$ cat src/rtl/muldiv_pkg.sv
// Shared definitions for the multiply/divide sequencer: op encodings,
// FSM state type, divide iteration count and an operand magnitude helper.
package muldiv_pkg;

  localparam logic [2:0] OP_MULT  = 3'b000;
  localparam logic [2:0] OP_MULTU = 3'b001;
  localparam logic [2:0] OP_DIV   = 3'b010;
  localparam logic [2:0] OP_DIVU  = 3'b011;
  localparam logic [2:0] OP_MADD  = 3'b100;
  localparam logic [2:0] OP_MADDU = 3'b101;
  localparam logic [2:0] OP_MSUB  = 3'b110;
  localparam logic [2:0] OP_MSUBU = 3'b111;

  localparam int DIV_ITER = 32;

  typedef enum logic [2:0] {
    S_IDLE,
    S_MUL,
    S_DIV,
    S_FIX,
    S_DONE
  } state_t;

  // Magnitude of a 32-bit operand; only negates when the op is signed.
  function automatic logic [31:0] abs32(input logic [31:0] v, input logic sgn);
    return (sgn && v[31]) ? (32'd0 - v) : v;
  endfunction

endpackage

$ cat src/rtl/div_iter.sv
// Unsigned 32/32 radix-2 restoring divider core, one quotient bit per cycle.
// Latency: start cycle loads operands, then 32 iteration cycles (count 0..31).
// No backpressure: a start always reloads, even while an earlier divide runs.
module div_iter
  import muldiv_pkg::*;
(
  input  logic        clk,
  input  logic        resetn,
  input  logic        start,
  input  logic [31:0] dividend,
  input  logic [31:0] divisor,
  output logic [31:0] quotient,
  output logic [31:0] remainder,
  output logic [5:0]  count,
  output logic        ready
);

  logic [31:0] rem_q, rem_d;
  logic [31:0] quo_q, quo_d;
  logic [31:0] dvs_q, dvs_d;
  logic [5:0]  cnt_q, cnt_d;
  logic        run_q, run_d;
  logic [32:0] shifted;
  logic        fits;

  // One restoring step: shift in the next dividend bit, subtract if it fits.
  always_comb begin
    rem_d   = rem_q;
    quo_d   = quo_q;
    dvs_d   = dvs_q;
    cnt_d   = cnt_q;
    run_d   = run_q;
    shifted = {rem_q, quo_q[31]};
    fits    = (shifted >= {1'b0, dvs_q});
    if (start) begin
      rem_d = 32'd0;
      quo_d = dividend;
      dvs_d = divisor;
      cnt_d = 6'd0;
      run_d = 1'b1;
    end else if (run_q) begin
      rem_d = fits ? (shifted[31:0] - dvs_q) : shifted[31:0];
      quo_d = {quo_q[30:0], fits};
      if (cnt_q == 6'(DIV_ITER - 1)) begin
        run_d = 1'b0;
      end else begin
        cnt_d = cnt_q + 6'd1;
      end
    end
  end

  // Divider state registers.
  always_ff @(posedge clk or negedge resetn) begin
    if (!resetn) begin
      rem_q <= 32'd0;
      quo_q <= 32'd0;
      dvs_q <= 32'd0;
      cnt_q <= 6'd0;
      run_q <= 1'b0;
    end else begin
      rem_q <= rem_d;
      quo_q <= quo_d;
      dvs_q <= dvs_d;
      cnt_q <= cnt_d;
      run_q <= run_d;
    end
  end

  assign quotient  = quo_q;
  assign remainder = rem_q;
  assign count     = cnt_q;
  assign ready     = !run_q;

endmodule

$ cat src/rtl/muldiv_ctrl.sv
// EX-stage MULT/DIV sequencer owning HI/LO; MULDIV_MADD_EN enables MADD/MSUB ops.
// Latency: multiply MUL_LAT+2 cycles to visible HI/LO, divide 35 cycles.
// Backpressure: stall held from start cycle through DONE; cancel aborts to IDLE.
module muldiv_ctrl
  import muldiv_pkg::*;
#(
  parameter int MUL_LAT = 2
) (
  input  logic        clk,
  input  logic        resetn,
  input  logic        op_valid,
  input  logic [2:0]  op,
  input  logic [31:0] src_a,
  input  logic [31:0] src_b,
  input  logic        cancel,
  input  logic        hi_we,
  input  logic        lo_we,
  input  logic [31:0] hilo_wdata,
  output logic        stall,
  output logic        done,
  output logic        busy,
  output logic [31:0] hi,
  output logic [31:0] lo
);

  state_t      state_q, state_d;
  logic        held_q, held_d;
  logic        busy_q, busy_d;
  logic [31:0] hi_q, hi_d, lo_q, lo_d;
  logic [31:0] a_q, a_d, b_q, b_d;
  logic        sgn_q, sgn_d;
  logic [2:0]  mcnt_q, mcnt_d;
  logic [63:0] res_q, res_d;
`ifdef MULDIV_MADD_EN
  logic        acc_q, acc_d, sub_q, sub_d;
`endif

  logic        op_legal, op_is_div, start;
  logic [63:0] a_ext, b_ext, product, commit_val;
  logic [31:0] div_quo, div_rem, q_fix, r_fix;
  logic [5:0]  div_cnt;
  logic        div_ready;

`ifdef MULDIV_MADD_EN
  assign op_legal = 1'b1;
`else
  assign op_legal = !op[2];
`endif
  assign op_is_div = (op[2:1] == 2'b01);
  // Gated by resetn so stall stays low while reset is asserted.
  assign start = resetn && (state_q == S_IDLE) && op_valid && !held_q && !cancel && op_legal;

  div_iter u_div (
    .clk       (clk),
    .resetn    (resetn),
    .start     (start && op_is_div),
    .dividend  (abs32(src_a, !op[0])),
    .divisor   (abs32(src_b, !op[0])),
    .quotient  (div_quo),
    .remainder (div_rem),
    .count     (div_cnt),
    .ready     (div_ready)
  );

  // Product, divide sign fix-up and the value written to HI/LO at commit.
  always_comb begin
    a_ext   = {{32{sgn_q & a_q[31]}}, a_q};
    b_ext   = {{32{sgn_q & b_q[31]}}, b_q};
    product = a_ext * b_ext;
    q_fix   = (sgn_q && (a_q[31] ^ b_q[31])) ? (32'd0 - div_quo) : div_quo;
    r_fix   = (sgn_q && a_q[31]) ? (32'd0 - div_rem) : div_rem;
`ifdef MULDIV_MADD_EN
    if (acc_q) begin
      commit_val = sub_q ? ({hi_q, lo_q} - res_q) : ({hi_q, lo_q} + res_q);
    end else begin
      commit_val = res_q;
    end
`else
    commit_val = res_q;
`endif
  end

  // Next-state logic for the FSM, operand latches and HI/LO.
  always_comb begin
    state_d = state_q;
    hi_d    = hi_q;
    lo_d    = lo_q;
    a_d     = a_q;
    b_d     = b_q;
    sgn_d   = sgn_q;
    mcnt_d  = mcnt_q;
    res_d   = res_q;
`ifdef MULDIV_MADD_EN
    acc_d   = acc_q;
    sub_d   = sub_q;
`endif
    // Blocks re-issue of the instruction still sitting in a stalled EX.
    held_d = held_q;
    if (!op_valid || cancel) begin
      held_d = 1'b0;
    end else if (state_q == S_DONE) begin
      held_d = 1'b1;
    end
    unique case (state_q)
      S_IDLE: begin
        if (start) begin
          a_d     = src_a;
          b_d     = src_b;
          sgn_d   = !op[0];
          mcnt_d  = 3'd0;
`ifdef MULDIV_MADD_EN
          acc_d   = op[2];
          sub_d   = op[2] & op[1];
`endif
          state_d = op_is_div ? S_DIV : S_MUL;
        end else begin
          if (hi_we) hi_d = hilo_wdata;
          if (lo_we) lo_d = hilo_wdata;
        end
      end
      S_MUL: begin
        if (mcnt_q == 3'(MUL_LAT - 1)) begin
          res_d   = product;
          state_d = S_DONE;
        end else begin
          mcnt_d = mcnt_q + 3'd1;
        end
      end
      S_DIV: begin
        if (!div_ready && (div_cnt == 6'(DIV_ITER - 1))) begin
          state_d = S_FIX;
        end
      end
      S_FIX: begin
        res_d   = (b_q == 32'd0) ? {a_q, 32'hFFFF_FFFF} : {r_fix, q_fix};
        state_d = S_DONE;
      end
      S_DONE: begin
        if (!cancel) begin
          {hi_d, lo_d} = commit_val;
        end
        state_d = S_IDLE;
      end
      default: state_d = S_IDLE;
    endcase
    if (cancel) begin
      state_d = S_IDLE;
    end
    busy_d = (state_d != S_IDLE);
  end

  // Sequencer registers.
  always_ff @(posedge clk or negedge resetn) begin
    if (!resetn) begin
      state_q <= S_IDLE;
      held_q  <= 1'b0;
      busy_q  <= 1'b0;
      hi_q    <= 32'd0;
      lo_q    <= 32'd0;
      a_q     <= 32'd0;
      b_q     <= 32'd0;
      sgn_q   <= 1'b0;
      mcnt_q  <= 3'd0;
      res_q   <= 64'd0;
`ifdef MULDIV_MADD_EN
      acc_q   <= 1'b0;
      sub_q   <= 1'b0;
`endif
    end else begin
      state_q <= state_d;
      held_q  <= held_d;
      busy_q  <= busy_d;
      hi_q    <= hi_d;
      lo_q    <= lo_d;
      a_q     <= a_d;
      b_q     <= b_d;
      sgn_q   <= sgn_d;
      mcnt_q  <= mcnt_d;
      res_q   <= res_d;
`ifdef MULDIV_MADD_EN
      acc_q   <= acc_d;
      sub_q   <= sub_d;
`endif
    end
  end

  assign stall = start || (state_q != S_IDLE);
  assign done  = (state_q == S_DONE) && !cancel;
  assign busy  = busy_q;
  assign hi    = hi_q;
  assign lo    = lo_q;

endmodule

$ cat config.mk
export PLATFORM = sky130hd
export DESIGN_NAME = muldiv_ctrl
export DESIGN_NICKNAME = d
export VERILOG_FILES = /design/src/rtl/muldiv_pkg.sv /design/src/rtl/div_iter.sv /design/src/rtl/muldiv_ctrl.sv
export SDC_FILE = /design/constraint.sdc
export NUM_CORES = 2
export LEC_CHECK = 0
export BUFFER_PORTS_ARGS = -buffer_cell sky130_fd_sc_hd__buf_4
export CAP_MARGIN = 20
export CORE_ASPECT_RATIO = 0.75
export CORE_UTILIZATION = 50
export DETAILED_ROUTE_END_ITERATION = 6
export PLACE_DENSITY_LB_ADDON = 0.15
export SYNTH_ARGS = -nofsm -noshare
export SYNTH_HDL_FRONTEND = slang
export SYNTH_SLANG_ARGS = --single-unit
$ cat constraint.sdc
create_clock -name clk -period 13.6 [get_ports clk]
set_clock_uncertainty 0.2 [all_clocks]
set_input_delay 0.68 -clock clk [delete_from_list [all_inputs] [get_ports clk]]
set_output_delay 0.68 -clock clk [all_outputs]
set_load 0.005 [all_outputs]
==> results_dict.tcl <==
set metrics [dict create \
    drive_gt1_frac 0.0567 \
    mostFrequentLayoutCells "1194 x inv_1, 1126 x fa_1, 1093 x nand2_1, 353 x and2_1, 308 x a21oi_1" \
    gr-total-overflow 0 \
    cts_tree "done" \
    dp.final_hpwl_um 130000 \
    yosys_warnings 0 \
    ant_nets 0 \
    min_from "cancel" \
    row_count 105 \
    syn_area_um2 55400 \
    worst_ep_arrival_time_ns 9.98 \
    track_usage 0.308 \
    synth_top_area_share 0.407 \
    setup_viol 0 \
    htreeDepth 1 \
    clockRootBuffer "clkbuf_16" \
    final_core_utilization 0.536 \
    whs_path_depth 2 \
    final_common_cell "inv_1" \
    antenna_found_initial 10 \
    critPathRequiredTime_ns 13.93 \
    netlist_top_cells_area "fa_1 41%, dfrtp_1 14%, inv_1 8.1%" \
    grt_start_max_net_pins 151 \
    ys_seq_area_frac 0.137 \
    synth_nets 7795 \
    worstSetupStartpointType "register" \
    r2r_end "commit_val[59]$_DFFE_PN0P_" \
    max-slew-margin-rel 0.282 \
    die_h_um 290 \
    globalplace.congestion 0.931 \
    drt-initial-drc-count 3837 \
    crit_slowest_cell "fa_1" \
    routedWlPerCell_um 21.8 \
    crit_path_end_kind "register" \
    area_growth_syn_to_layout_pct 5.95 \
    path_common_cell "fa_1" \
    setup_tns_ns 0 \
    via_count 42600 \
    ys.flop_type "dfrtp_1" \
    min_period_ns 9.66 \
    ff2ff_setup_slack_ns 3.94 \
    drc_errors 0 \
    synth_cells 6312 \
    worstSetupStartpoint "a_q[31]$_DFFE_PN0P_" \
    max_stage_delay_ns 0.87 \
    dr.pass1.iters 5 \
    grt_first_pass_wirelength_um 263000 \
    syn_area_per_cell_um2 8.78 \
    ff2ff_path_depth 29 \
    max-cap-violations 0 \
    synth_edf_count 0 \
    cts_buffer_depth 3 \
    core_um2 110000 \
    worstMarginPinSlew_ns 1.07 \
    drt_wl_total_um 167000 \
    clk_latency_ns 0.60 \
    endpoint "commit_val[59]$_DFFE_PN0P_" \
    port_buffers 171 \
    setup.worst_path.class "register to register" \
    cts_num_sinks 304 \
    synth_seq_cells 304 \
    async_reset_ff_frac 1.00 \
    die_w_um 386 \
    clock.fmax_mhz 104 \
    layout.nets 7693 \
    rsz0062_at_grt "no" \
    io-pin-count 172 \
    synth_cell_types 80 \
    reg2reg_from "a_q[31]$_DFFE_PN0P_" \
    cts_buffers 27 \
    slew_viol_final 0 \
    fillers 10300 \
    status "finished, final reports clean" \
    min_path_type "input port to register" \
    cts.reportedPaths.clkPinSlew_ns 0.07 \
    finalHoldViolCount 0 \
    worstPathMaxFanout 55 \
    synth_top_area_cell "fa_1" \
    viasPerCell 5.55 \
    timing.final.crit_share 0.710 \
    dieArea_um2 112000 \
    first_global_vias 43300 \
    initial_core_util 0.506 \
]
[metal layers]
metal  global-route usage  share of wire
met5                    0              0
met1                0.475           0.45
met4               0.0542          0.020
met2                0.457           0.44
met3               0.0527          0.087
[final cells by class]
class	instances	area [um2]	area share
multi-input cells	4421	41900	0.713
flip-flops and latches	304	7620	0.130
inverters	1194	4480	0.0764
repair buffers	262	2010	0.0342
well taps	1444	1810	0.0308
clock buffers	39	791	0.0135
clock inverters	11	115	0.00196
diodes	5	12.5	0.000213
[state kept, by name, indices dropped and copies added, names as in the netlist, 6 cells and up]
register and flops:
commit_val 64, u_div.count 6, hi 32, u_div.dvs_q 32, lo 32, u_div.quotient 32, a_q 32, u_div.remainder 32
b_q 32
[worst min-delay path by stage]
stage                                      end  slack, ns
after floorplan             a_q[0]$_DFFE_PN0P_       0.18
after global placement      b_q[6]$_DFFE_PN0P_       0.25
after detailed placement    b_q[6]$_DFFE_PN0P_       0.26
after CTS                 state_q[2]$_DFF_PN0_       0.06
after global routing      state_q[1]$_DFF_PN0_       0.09
final                     state_q[2]$_DFF_PN0_       0.09
[worst max-delay path, delay by kind of cell, from the launching register on]
kind	cells	cell delay [ns]
adder cells (fa/ha/maj)	9	4.73
buffers and inverters	9	1.87
AO/OA/AOI/OAI	5	1.09
AND/OR/NAND/NOR	5	1.15
XOR/XNOR	1	0.16
flip-flops	1	0.35
[cell usage after synthesis (all sizes together), types with 14 or more instances]
cell type,number
inv,1194
fa,1126
nand2,1096
clkbuf,379
and2,354
a21oi,308
dfrtp,304
ha,252
nor2,252
o21ai,247
xnor2,123
xor2,91
mux2i,60
nor2b,49
nor3,43
a211oi,35
a21o,35
o22ai,33
nand3,32
and3,30
nand4,23
nor4,23
a31oi,22
nand2b,20
o31ai,19
o211ai,14
[timing repair]
| item | 4_1_cts | 5_1_grt |
|---|---|---|
| setup endpoints to repair | 0 | 0 |
| endpoints found under the hold margin | 47 | 0 |
| hold buffers | 1 | 0 |
| resized for setup | 0 | 0 |
| buffers inserted | 0 | 0 |
[kinds of logic after synthesis]
group | synth area share
buffers and inverters | 0.108
adders and majority gates | 0.464
and+or+nand+nor | 0.162
xor gates and xnor gates | 0.0338
DFF | 0.137
muxes | 0.0112
AOI/OAI and AO/OA | 0.0841
[stage by stage]
stage	worst slack, ns	instance area (um2)	instances	hold slack [ns]
CTS	3.87	58600	7673	0.0612
finish	3.94	58700	7680	0.0891
global route	3.32	58700	7678	0.0888
global placement	4.10	57700	7622	0.250
floorplan	5.01	55400	6312	0.184
detailed placement	3.90	57700	7622	0.258
Power is not shown: default switching activity piles up to over one toggle a cycle in this logic, so the estimate is an artifact.
